**config.mk**
```make
export PLATFORM = sky130hd
export DESIGN_NAME = product_accumulator
export DESIGN_NICKNAME = d
export VERILOG_FILES = /design/src/rtl/product_accumulator.sv
export SDC_FILE = /design/constraint.sdc
export NUM_CORES = 1
export LEC_CHECK = 0
export CORE_MARGIN = 1
export CORE_UTILIZATION = 50
export CTS_CLUSTER_SIZE = 12
export DETAILED_ROUTE_END_ITERATION = 10
export PLACE_DENSITY = 0.87
export SLEW_MARGIN = 20
export SYNTH_ARGS = -nofsm -noshare
export SYNTH_HDL_FRONTEND = slang
export SYNTH_SLANG_ARGS = --single-unit
```
**constraint.sdc**
```tcl
create_clock -name clk -period 6.2 [get_ports clk]
set_input_delay 0.93 -clock clk [delete_from_list [all_inputs] [get_ports clk]]
set_output_delay 0.93 -clock clk [all_outputs]
set_load 0.05 [all_outputs]
```
**src/rtl/product_accumulator.sv**
```systemverilog
// Signed 64-bit product accumulator: sums a run of len products from a valid/ready stream.
// Optional build macro PRODUCT_ACCUMULATOR_SATURATE_EN clamps acc_out on signed overflow instead of wrapping.
module product_accumulator #(
  parameter int CNT_W = 8
) (
  input  logic             clk,
  input  logic             rst,
  input  logic             start,
  input  logic [CNT_W-1:0] len,
  input  logic             p_valid,
  input  logic [63:0]      p_data,
  output logic             p_ready,
  output logic [63:0]      acc_out,
  output logic [CNT_W-1:0] count,
  output logic             busy,
  output logic             done,
  output logic             overflow
);

  typedef enum logic [1:0] {
    S_IDLE  = 2'd0,
    S_ACCUM = 2'd1,
    S_DONE  = 2'd2
  } state_t;

  state_t           state_q, state_d;
  logic [63:0]      acc_q, acc_d;
  logic [CNT_W-1:0] cnt_q, cnt_d;
  logic [CNT_W-1:0] len_q, len_d;
  logic             ovf_q, ovf_d;
  logic [63:0]      sum_s;
  logic             ovf_s;

  // Clamp target: an overflow with negative operands saturates to the most negative value.
  function automatic logic [63:0] sat_value(input logic neg);
    sat_value = neg ? 64'h8000_0000_0000_0000 : 64'h7FFF_FFFF_FFFF_FFFF;
  endfunction

  always_comb begin
    sum_s   = acc_q + p_data;
    ovf_s   = (acc_q[63] == p_data[63]) && (sum_s[63] != acc_q[63]);
    state_d = state_q;
    acc_d   = acc_q;
    cnt_d   = cnt_q;
    len_d   = len_q;
    ovf_d   = ovf_q;
    case (state_q)
      S_IDLE: begin
        if (start) begin
          acc_d   = 64'd0;
          cnt_d   = {CNT_W{1'b0}};
          ovf_d   = 1'b0;
          len_d   = len;
          state_d = (len == {CNT_W{1'b0}}) ? S_DONE : S_ACCUM;
        end else begin
          state_d = S_IDLE;
        end
      end
      S_ACCUM: begin
        if (p_valid) begin
          cnt_d = cnt_q + {{(CNT_W-1){1'b0}}, 1'b1};
          ovf_d = ovf_q | ovf_s;
`ifdef PRODUCT_ACCUMULATOR_SATURATE_EN
          acc_d = ovf_s ? sat_value(acc_q[63]) : sum_s;
`else
          acc_d = sum_s;
`endif
          if (cnt_d == len_q) begin
            state_d = S_DONE;
          end else begin
            state_d = S_ACCUM;
          end
        end else begin
          state_d = S_ACCUM;
        end
      end
      S_DONE:  state_d = S_IDLE;
      default: state_d = S_IDLE;
    endcase
  end

  always_ff @(posedge clk or posedge rst) begin
    if (rst) begin
      state_q <= S_IDLE;
      acc_q   <= 64'd0;
      cnt_q   <= {CNT_W{1'b0}};
      len_q   <= {CNT_W{1'b0}};
      ovf_q   <= 1'b0;
    end else begin
      state_q <= state_d;
      acc_q   <= acc_d;
      cnt_q   <= cnt_d;
      len_q   <= len_d;
      ovf_q   <= ovf_d;
    end
  end

  // Status outputs decode the state register only, so they never depend on p_valid.
  assign p_ready  = (state_q == S_ACCUM);
  assign busy     = (state_q != S_IDLE);
  assign done     = (state_q == S_DONE);
  assign acc_out  = acc_q;
  assign count    = cnt_q;
  assign overflow = ovf_q;

endmodule

```
==> impl_metrics.json, run 1 <==
{
  "r2r_setup_slack_ps": 2700,
  "ys_seq_area_share_pct": 29.5,
  "seq_power_share_pct": 19.5,
  "ys_warn_count": 0,
  "clock-skew-final_ps": 6.68,
  "p_leak_nw": 3.83,
  "drv_slew": 0,
  "fin_util_pct": 64.5,
  "dieArea_um2": 14600,
  "syn_area_um2": 7040,
  "die_y_um": 121,
  "final_net_count": 1137,
  "min-delay-start": "overflow",
  "area_growth_pct": 26.6,
  "clk_pin_slew_ps": 60,
  "finalHoldViolCount": 0,
  "cp_cell_sequence": "clkdlybuf4s50_1 > ha_1 > fa_1 > a21oi_1 > o211ai_1 > a31oi_1 > o21ai_1 > a221oi_1 > nor3_2 > a31oi_1 > o21ai_0 > xnor2_1 > o21ai_0",
  "track_usage_pct": 26.6,
  "r2r_start": "acc_out[0]",
  "rsz0062_at_grt": "false",
  "min_path_type": "reg -> reg",
  "clk_latency_ps": 350,
  "postRouteAntennaNets": 0,
  "path_max_fanout": 4,
  "timing.final.crit_share_pct": 66.1,
  "final_cell_mix": "clkdlybuf4s50_1 (151), nand2_1 (124), o21ai_0 (104)",
  "synth.distinct_cells": 66,
  "syn_avg_cell_area_um2": 7.99,
  "crit_type": "in -> reg",
  "irDropWorstVdd_v": 0.000342,
  "dr_wl_met3_um": 1200,
  "core_um2": 13800,
  "layout_commonest_cell": "clkdlybuf4s50_1",
  "initial_core_util_pct": 50.9,
  "port_buffers": 151,
  "hpwl_um": 14300,
  "slowest_delay_ps": 550,
  "sw_frac_of_total_pct": 52.4,
  "viasPerCell": 5.89,
  "syn-num-nets": 1023,
  "grt_pass1_vias": 6546,
  "ctsHoldBuffers": 0,
  "overflow": 0,
  "postCtsSetupBuffers": 0,
  "place.gp.congestion": 0.933,
  "post_drt_wl_per_cell_um": 16.3,
  "syn_inst": 882,
  "async_reset_ff_share_pct": 100,
  "detail_route.iter0.violations": 505,
  "ioPinCount": 152,
  "synth_edf_count": 0,
  "htree_levels": 3,
  "grt_pass1_wl_um": 31100,
  "cp.arrival_ps": 4300,
  "slowest_stage": "a221oi_1",
  "p_int_w": 0.00253,
  "p_per_area_nw_per_um2": 597,
  "numCtsBuffers": 9,
  "ys_ff_latch": 83,
  "pwr-share-clk_pct": 10.3,
  "cap_viol_max_count": 0,
  "antenna_found_initial": 0,
  "timing.setup.tns_ps": 0,
  "period_needed_ps": 4100,
  "cts_resized": 0,
  "finalPower_w": 0.00532,
  "grt_max_degree": 75,
  "crit_start": "p_data[0]",
  "routed_wl_um": 19300,
  "first_pass_iters": 5,
  "drc": 0,
  "end_kind": "flip-flop",
  "numClockSinks": 83,
  "start_kind": "primary input",
  "min_to": "overflow",
  "drt-met1-wl_um": 8520,
  "setup_viol": 0,
  "cts_tree": "done",
  "holdPathStages": 2,
  "worstPathRequired_ps": 6400,
  "worst-r2r-cell-count": 12,
  "die_x_um": 121,
  "r2r_end": "acc_out[48]",
  "drive_above_1_share_pct": 3.80,
  "via_count": 6956,
  "clock-root-buffer": "clkbuf_16",
  "ys.flop_type": "dfrtp_1",
  "p_switching_w": 0.00279,
  "cts.path.max_buffers": 2,
  "slew_headroom_pct": 45.6,
  "num_rows": 43,
  "instances_no_fill": 1181,
  "pwr-share-comb_pct": 70.2,
  "diodes": 0,
  "place_inst": 1165,
  "wl_met2_um": 9090,
  "routed.top_layer": "met4",
  "clock.fmax_mhz": 244,
  "tightest_slew_ps": 816,
  "outcome": "finished clean"
}
==> power by group through the flow <==
stage               Sequential (W)  Combinational, W  Clock, W
floorplan                  0.00176           0.00199         0
global placement           0.00103           0.00365         0
detailed placement         0.00104           0.00370         0
CTS                        0.00104           0.00372  0.000555
global route               0.00107           0.00406  0.000577
finish                     0.00104           0.00374  0.000548
==> worst max-delay path, delay by kind of cell <==
kind / cells / cell delay, ps
and+or+nand+nor: 1 / 130
adders and majority gates: 2 / 640
xor gates and xnor gates: 1 / 150
AOI/OAI and AO/OA: 8 / 2040
buffers and inverters: 1 / 400
==> area by class of cell <==
cell class                 instances  area (um2)
fill                            1170        4910
multi-input combinational        727        4700
sequential                        83        2080
timing repair buffer             154        1530
clock buffer                      11         243
tap                              180         225
inverter                          21        80.1
clock inverter                     5        52.6
==> routing by layer <==
layer	vias to the layer above	GRT usage [%]
met5	-	0
met4	0	10.4
met3	33	5.19
met2	236	43.9
met1	3276	34.3
li1	3411	-
==> logic make-up after synthesis <==
logic type / synth area share (%)
xor gates and xnor gates: 8.70
and+or+nand+nor: 18.0
DFF: 29.5
AOI/OAI and AO/OA: 26.4
buffers and inverters: 3.94
muxes: 1.85
adders and majority gates: 11.7
==> sequential cells by signal, indices dropped and copies added, names as in the netlist <==
register,cells
len_q,8
count,8
state_q,2
acc_out,64
overflow,1
==> how the worst max path moves through the flow <==
| stage | endpoint | slack, ps | cells past startpoint |
|---|---|---|---|
| final | acc_out[48] | 2100 | 13 |
| after global routing | acc_out[48] | 1830 | 13 |
| after CTS | acc_out[52] | 2160 | 13 |
| after detailed placement | acc_out[52] | 1810 | 13 |
| after global placement | acc_out[48] | 1910 | 13 |
| after floorplan | acc_out[62] | 2740 | 12 |
==> synthesized netlist by cell type, types with 2 or more instances <==
| master | instances | area [um2] |
|---|---|---|
| a211oi_1 | 6 | 45.0 |
| and2_1 | 6 | 37.5 |
| mux2_2 | 8 | 90.1 |
| xnor2_1 | 35 | 307 |
| a22oi_1 | 2 | 15.0 |
| o31ai_1 | 4 | 30.0 |
| ha_1 | 64 | 801 |
| or4_1 | 2 | 15.0 |
| nor3b_1 | 2 | 15.0 |
| inv_1 | 21 | 78.8 |
| a21oi_1 | 84 | 420 |
| o21ai_1 | 13 | 65.1 |
| nand3_1 | 21 | 105 |
| a221oi_1 | 3 | 26.3 |
| buf_2 | 6 | 30.0 |
| and3_1 | 4 | 25.0 |
| o31a_1 | 3 | 26.3 |
| a22o_1 | 6 | 52.6 |
| a21o_1 | 28 | 210 |
| nand2_1 | 125 | 469 |
| nor2_1 | 46 | 173 |
| or2_2 | 2 | 12.5 |
| a211o_1 | 2 | 17.5 |
| dfrtp_1 | 83 | 2080 |
| o21a_1 | 4 | 30.0 |
| o21ai_0 | 104 | 521 |
| and4_1 | 2 | 17.5 |
| nor3_1 | 10 | 50.1 |
| clkbuf_1 | 44 | 165 |
| nand4_1 | 25 | 156 |
| mux2i_1 | 4 | 40.0 |
| o211ai_1 | 5 | 37.5 |
| xor2_1 | 35 | 307 |
| nor4_1 | 3 | 18.8 |
| nor2b_1 | 13 | 81.3 |
| o21bai_1 | 11 | 82.6 |
| a31oi_1 | 6 | 37.5 |
| a21boi_0 | 4 | 30.0 |
| a221o_1 | 3 | 30.0 |
| nand2b_1 | 7 | 43.8 |
==> per-stage QoR <==
step | hold slack, ps | setup slack, ps | instance area [um2]
final | 494 | 2100 | 8910
after global routing | 546 | 1830 | 8910
after CTS | 500 | 2160 | 8910
after detailed placement | 488 | 1810 | 8620
after global placement | 474 | 1910 | 8620
after floorplan | 499 | 2740 | 7040
Power figures use the tool's default switching activity.
==> inputs of run 2 (changes only) <==
CORE_UTILIZATION = 47   (was 50)
PLACE_DENSITY = 0.86   (was 0.87)
clock period = 3.5 ns   (was 6.2 ns; I/O delays follow)
==> run 2 against run 1 <==
Hold slack better by 20 ps. Power grew 94%. Setup slack worse by 2000 ps. Design area is 8.4% higher. Sequential power up 77%. Utilization grew 1.7 points. Sequential share of layout area shrank 1.8 points. Routed wire length increased by 9.0%. Clock skew up 4.0 ps. Clock power is 93% higher. Count of clock-buffer cells in the layout is the same. Combinational power is 99% higher. Largest power group unchanged.
==> impl_metrics.json, run 2 (same netlist as run 1, synthesis figures left out) <==
{
  "outcome": "finished clean",
  "holdPathStages": 2,
  "ioPinCount": 152,
  "die_x_um": 124,
  "numCtsBuffers": 9,
  "p_leak_nw": 4.27,
  "slowest_stage": "clkdlybuf4s50_1",
  "grt_max_degree": 45,
  "critical_path.top_delay_family": "compound AO/OA/AOI/OAI gates",
  "first_pass_iters": 5,
  "clock.fmax_mhz": 297,
  "dpl_worst_slack_ps": -242,
  "port_buffers": 151,
  "hpwl_um": 16100,
  "post_drt_wl_per_cell_um": 16.6,
  "core_um2": 14600,
  "layout_commonest_cell": "clkdlybuf4s50_1",
  "antenna_found_initial": 0,
  "period_needed_ps": 3360,
  "fin_hold_ws_ps": 515,
  "grt_pass1_vias": 7330,
  "grt_pass1_wl_um": 34800,
  "routed_wl_um": 21000,
  "fin_util_pct": 66.2,
  "path_max_fanout": 4,
  "diodes": 0,
  "largest_register_ffs": 64,
  "irDropWorstVdd_v": 0.000551,
  "clk_pin_slew_ps": 70,
  "final_net_count": 1219,
  "postRouteAntennaNets": 0,
  "worstPathRequired_ps": 3780,
  "cap_viol_max_count": 0,
  "numClockSinks": 83,
  "cts.path.max_buffers": 2,
  "drc": 0,
  "crit_cells": 12,
  "track_usage_pct": 27.3,
  "cts_tree": "done",
  "final_cell_mix": "clkdlybuf4s50_1 (151), nand2_1 (124), o21ai_0 (104)",
  "ctsHoldBuffers": 0,
  "slew_headroom_pct": 44.0,
  "slowest_delay_ps": 410,
  "r2r_start": "acc_out[2]",
  "tightest_slew_ps": 839,
  "critical_path.most_common_cell": "mux2i_1",
  "cp.arrival_ps": 3640,
  "clock-skew-final_ps": 10.7,
  "min-delay-start": "acc_out[33]",
  "crit_buf_inv": 1,
  "die_y_um": 124,
  "detail_route.iter0.violations": 602,
  "crit_start": "p_data[2]",
  "overflow": 0,
  "end_kind": "flip-flop",
  "cp_cell_sequence": "clkdlybuf4s50_1 > ha_1 > o211ai_1 > o211ai_2 > a32oi_2 > a211o_1 > a211oi_2 > a211oi_1 > a21bo_1 > a221o_1 > mux2i_1 > mux2i_1",
  "layout_setup_ws_ps": 136,
  "clk_latency_ps": 350,
  "finalPower_w": 0.0103,
  "num_rows": 44,
  "viasPerCell": 5.79,
  "finalHoldViolCount": 0,
  "drv_slew": 0,
  "timing.final.crit_share_pct": 96.1,
  "min_path_type": "reg -> reg",
  "area_growth_pct": 37.1,
  "worst-r2r-cell-count": 11,
  "dieArea_um2": 15500,
  "cts_resized": 0,
  "postCtsSetupBuffers": 0,
  "start_kind": "primary input",
  "crit_type": "in -> reg",
  "p_per_area_nw_per_um2": 1070,
  "via_count": 7341,
  "htree_levels": 3,
  "clock-root-buffer": "clkbuf_16",
  "place.gp.congestion": 0.922,
  "initial_core_util_pct": 48.3,
  "drive_above_1_share_pct": 11.7,
  "setup_viol": 0
}
[run 2: changes by cell type in the layout (fill, tap and decap cells not counted), moves of 2 or more]
cell	before	now
buf_12	0	3
clkinv_2	4	1
a21oi_2	1	3
a21oi_1	83	81
buf_4	3	82
o21ai_2	0	2
o21ai_1	13	11
[run 2: cell type report]
cell class                      instances  area, um2
Tap cell                              184        230
Fill cell                            1176       4930
Timing Repair Buffer                  236       2190
Sequential cell                        83       2080
Inverter                               21       80.1
Clock inverter                          5       85.1
Multi-Input combinational cell        727       4760
Clock buffer                           11        243
[run 2: worst min-delay path: cells and delay by family (launching register included)]
| kind | cells | cell delay, ps |
|---|---|---|
| compound gates | 1 | 60 |
| flops | 1 | 370 |
| simple gates | 1 | 50 |
[run 2: layer usage]
metal | GRT usage [%] | vias up | routed length (um)
met5 | 0 | - | 0
met4 | 9.43 | 0 | 473
met3 | 6.83 | 43 | 1350
met2 | 47.0 | 261 | 10300
met1 | 32.9 | 3469 | 8900
li1 | - | 3568 | -
[run 2: final timing paths]
kind	end	slack [ps]
worst max-delay path	acc_out[63]	140
worst min-delay path	acc_out[33]	510
worst max register to register	acc_out[63]	300
worst min register to register	acc_out[33]	510
max in group asynchronous	len_q[1]	2130
min in group asynchronous	acc_out[15]	700
[run 2: through the flow]
step | cells | TNS, ps | cell area [um2]
final | 1267 | 0 | 9660
after global routing | 1267 | -6.76 | 9660
after CTS | 1267 | 0 | 9600
after detailed placement | 1251 | -2910 | 9280
after global placement | 1251 | -1020 | 9280
after floorplan | 882 | 0 | 7040
[run 2: power breakdown]
group          switching (W)  total [W]  internal (W)
clock network       0.000409    0.00106      0.000649
logic                0.00439    0.00743       0.00304
registers           0.000419    0.00184       0.00142
==> RTL change (flow settings as in run 2) <==
The 3 states of `state_t` get a one-hot encoding in 3 bits.
--- a/src/rtl/product_accumulator.sv
+++ b/src/rtl/product_accumulator.sv
@@ -17,10 +17,10 @@
   output logic             overflow
 );
 
-  typedef enum logic [1:0] {
-    S_IDLE  = 2'd0,
-    S_ACCUM = 2'd1,
-    S_DONE  = 2'd2
+  typedef enum logic [2:0] {
+    S_IDLE  = 3'b001,
+    S_ACCUM = 3'b010,
+    S_DONE  = 3'b100
   } state_t;
 
   state_t           state_q, state_d;
Check against the original RTL: no difference found for any inputs over 4 cycles, from zero or initial values and one cycle with rst high; so few cycles prove little.
==> RTL change against run 2 <==
- sequential cell count is 1 higher
- cell count is 5.1% lower
- total power is 6.4% lower
- wire length is 6.3% lower
- cell area is 3.9% lower
- worst setup slack better by 0.034 ns
- synthesized area is 1.8% lower
- via count is 4.6% lower
- highest routed layer unchanged
==> RTL change: results (changes against run 2) <==
[timing]
slew_headroom = 0.5922  ; was 0.4402
clock-skew-final_ns = 0.01145  ; was 0.01066 ns

[clocking]
cts_root_buffer = clkbuf_16  ; unchanged
cts_buffers = 9  ; unchanged
cts_setup_buffers = 0  ; unchanged
clockBufferDepth = 2  ; unchanged
clk_pin_slew_ns = 0.07  ; about the same
cts.repair.resized = 0  ; unchanged
insertion_delay_ns = 0.35  ; about the same
cts_max_level = 3  ; unchanged

[yosys]
synth.distinct_cells = 64  ; was 66
ys.flop_type = dfrtp_1  ; unchanged
synthTopCellsByArea = dfrtp_1 (30%), ha_1 (12%), nand2_1 (7.9%)  ; was dfrtp_1 (29%), ha_1 (11%), o21ai_0 (7.4%)
netlist_instances = 833  ; was 882
syn-num-nets = 974  ; was 1023
synth_common_cells = nand2_1 (145), o21ai_0 (88), dfrtp_1 (83)  ; was nand2_1 (125), o21ai_0 (104), a21oi_1 (84)
yosysSeqAreaShare = 0.3041  ; was 0.2949
async_reset_ff_frac = 1.000  ; unchanged
ys_warn_count = 0  ; unchanged

[critical_path]
crit_arrival_ns = 3.56  ; was 3.64 ns
cp-startpoint = p_data[0]  ; was p_data[2]
reg2reg_from = acc_out[0]  ; was acc_out[2]
critPathMaxFanout = 3  ; was 4
ff2ff_path_depth = 14  ; was 11

[status]
status = completed  ; unchanged

[global_route]
gr-usage-all-layers = 0.2709  ; was 0.2728
first_global_vias = 6810  ; was 7330
grt_start_max_net_pins = 30  ; was 45
grt_pass1_wl_um = 32330  ; was 34820 um
antenna_found_initial = 0  ; unchanged

[layout]
diodes = 0  ; unchanged
largest_register_ffs = 64  ; unchanged
layout-drive-gt1-share = 0.1018  ; was 0.1173

[hold_path]
hold_path_class = reg -> reg  ; unchanged
hp-start = len_q[7]  ; was acc_out[33]
min_path_cells = 2  ; unchanged

[power]
power.share.clock = 0.108  ; was 0.102
p_comb_mw = 6.82  ; was 7.43 mW
p_comb_frac = 0.706  ; was 0.720
vdd_ir_drop_max_v = 0.0006030  ; was 0.0005509 V
p_leak_nw = 4.251  ; was 4.268 nW
internal_power_mw = 4.728  ; was 5.107 mW

[drt]
drtIter0Drc = 487  ; was 602
viasPerCell = 5.825  ; was 5.794
vias = 7002  ; was 7341
firstDrtPassIters = 5  ; unchanged
wl_um = 19660  ; was 20990 um

[placement]
post-place-ws_ns = -0.2823  ; was -0.2417 ns
place_area_um2 = 8955  ; was 9276 um2
routabilityCongestion = 0.9213  ; was 0.9216
port_buffers = 151  ; unchanged
dp.cells = 1186  ; was 1251
dpl.hpwl_um = 15240  ; was 16120 um

[RTL change: cell types whose count changed in the layout (fill, tap and decap cells not counted), sizes merged, moves of 7 or more]
cell,change
nor2,-19
nand2,+20
and3,+11
o21ai,-16
a21oi,-15
nand4,-10
a21o,+7
buf,-27
mux2,-8
[RTL change: metal layers]
layer / vias to the layer above / GRT usage / wire length, um
li1: 3379 / - / -
met1: 3331 / 0.3449 / 8482
met2: 251 / 0.4487 / 9259
met3: 41 / 0.06227 / 1467
met4: 0 / 0.09488 / 447
met5: - / 0 / 0
[RTL change: cell type report]
| type | count | area (um2) |
|---|---|---|
| Clock buffer | 13 | 280.3 |
| Clock inverter | 3 | 42.54 |
| Fill cell | 1156 | 4811 |
| Inverter | 16 | 61.31 |
| Multi-Input combinational cell | 697 | 4626 |
| Sequential cell | 84 | 2103 |
| Tap cell | 180 | 225.2 |
| Timing Repair Buffer | 209 | 1947 |
[RTL change: final timing paths]
kind	slack, ns	end
worst min register to register	0.50	len_q[7]
worst max register to register	0.38	acc_out[58]
worst max-delay path	0.17	acc_out[54]
worst min-delay path	0.50	len_q[7]
min in group asynchronous	0.54	acc_out[15]
max in group asynchronous	2.16	state_q[0]
[RTL change: worst max-delay path: stages]
cell             delay [ns]
clkdlybuf4s50_1        0.46
ha_1                   0.19
fa_1                   0.23
a21oi_2                0.09
o211ai_1               0.20
o211ai_2               0.14
buf_4                  0.17
o311a_1                0.35
nand4b_1               0.23
a21oi_2                0.21
o21ai_0                0.18
a31oi_1                0.24
buf_4                  0.16
xnor2_1                0.10
o21ai_0                0.08
[RTL change: cells by family after synthesis]
group | share of synthesized area
XOR/XNOR | 0.09499
AO/OA/AOI/OAI | 0.2696
flip-flops | 0.3041
buffers and inverters | 0.02949
adder cells (fa/ha/maj) | 0.1187
AND/OR/NAND/NOR | 0.1831
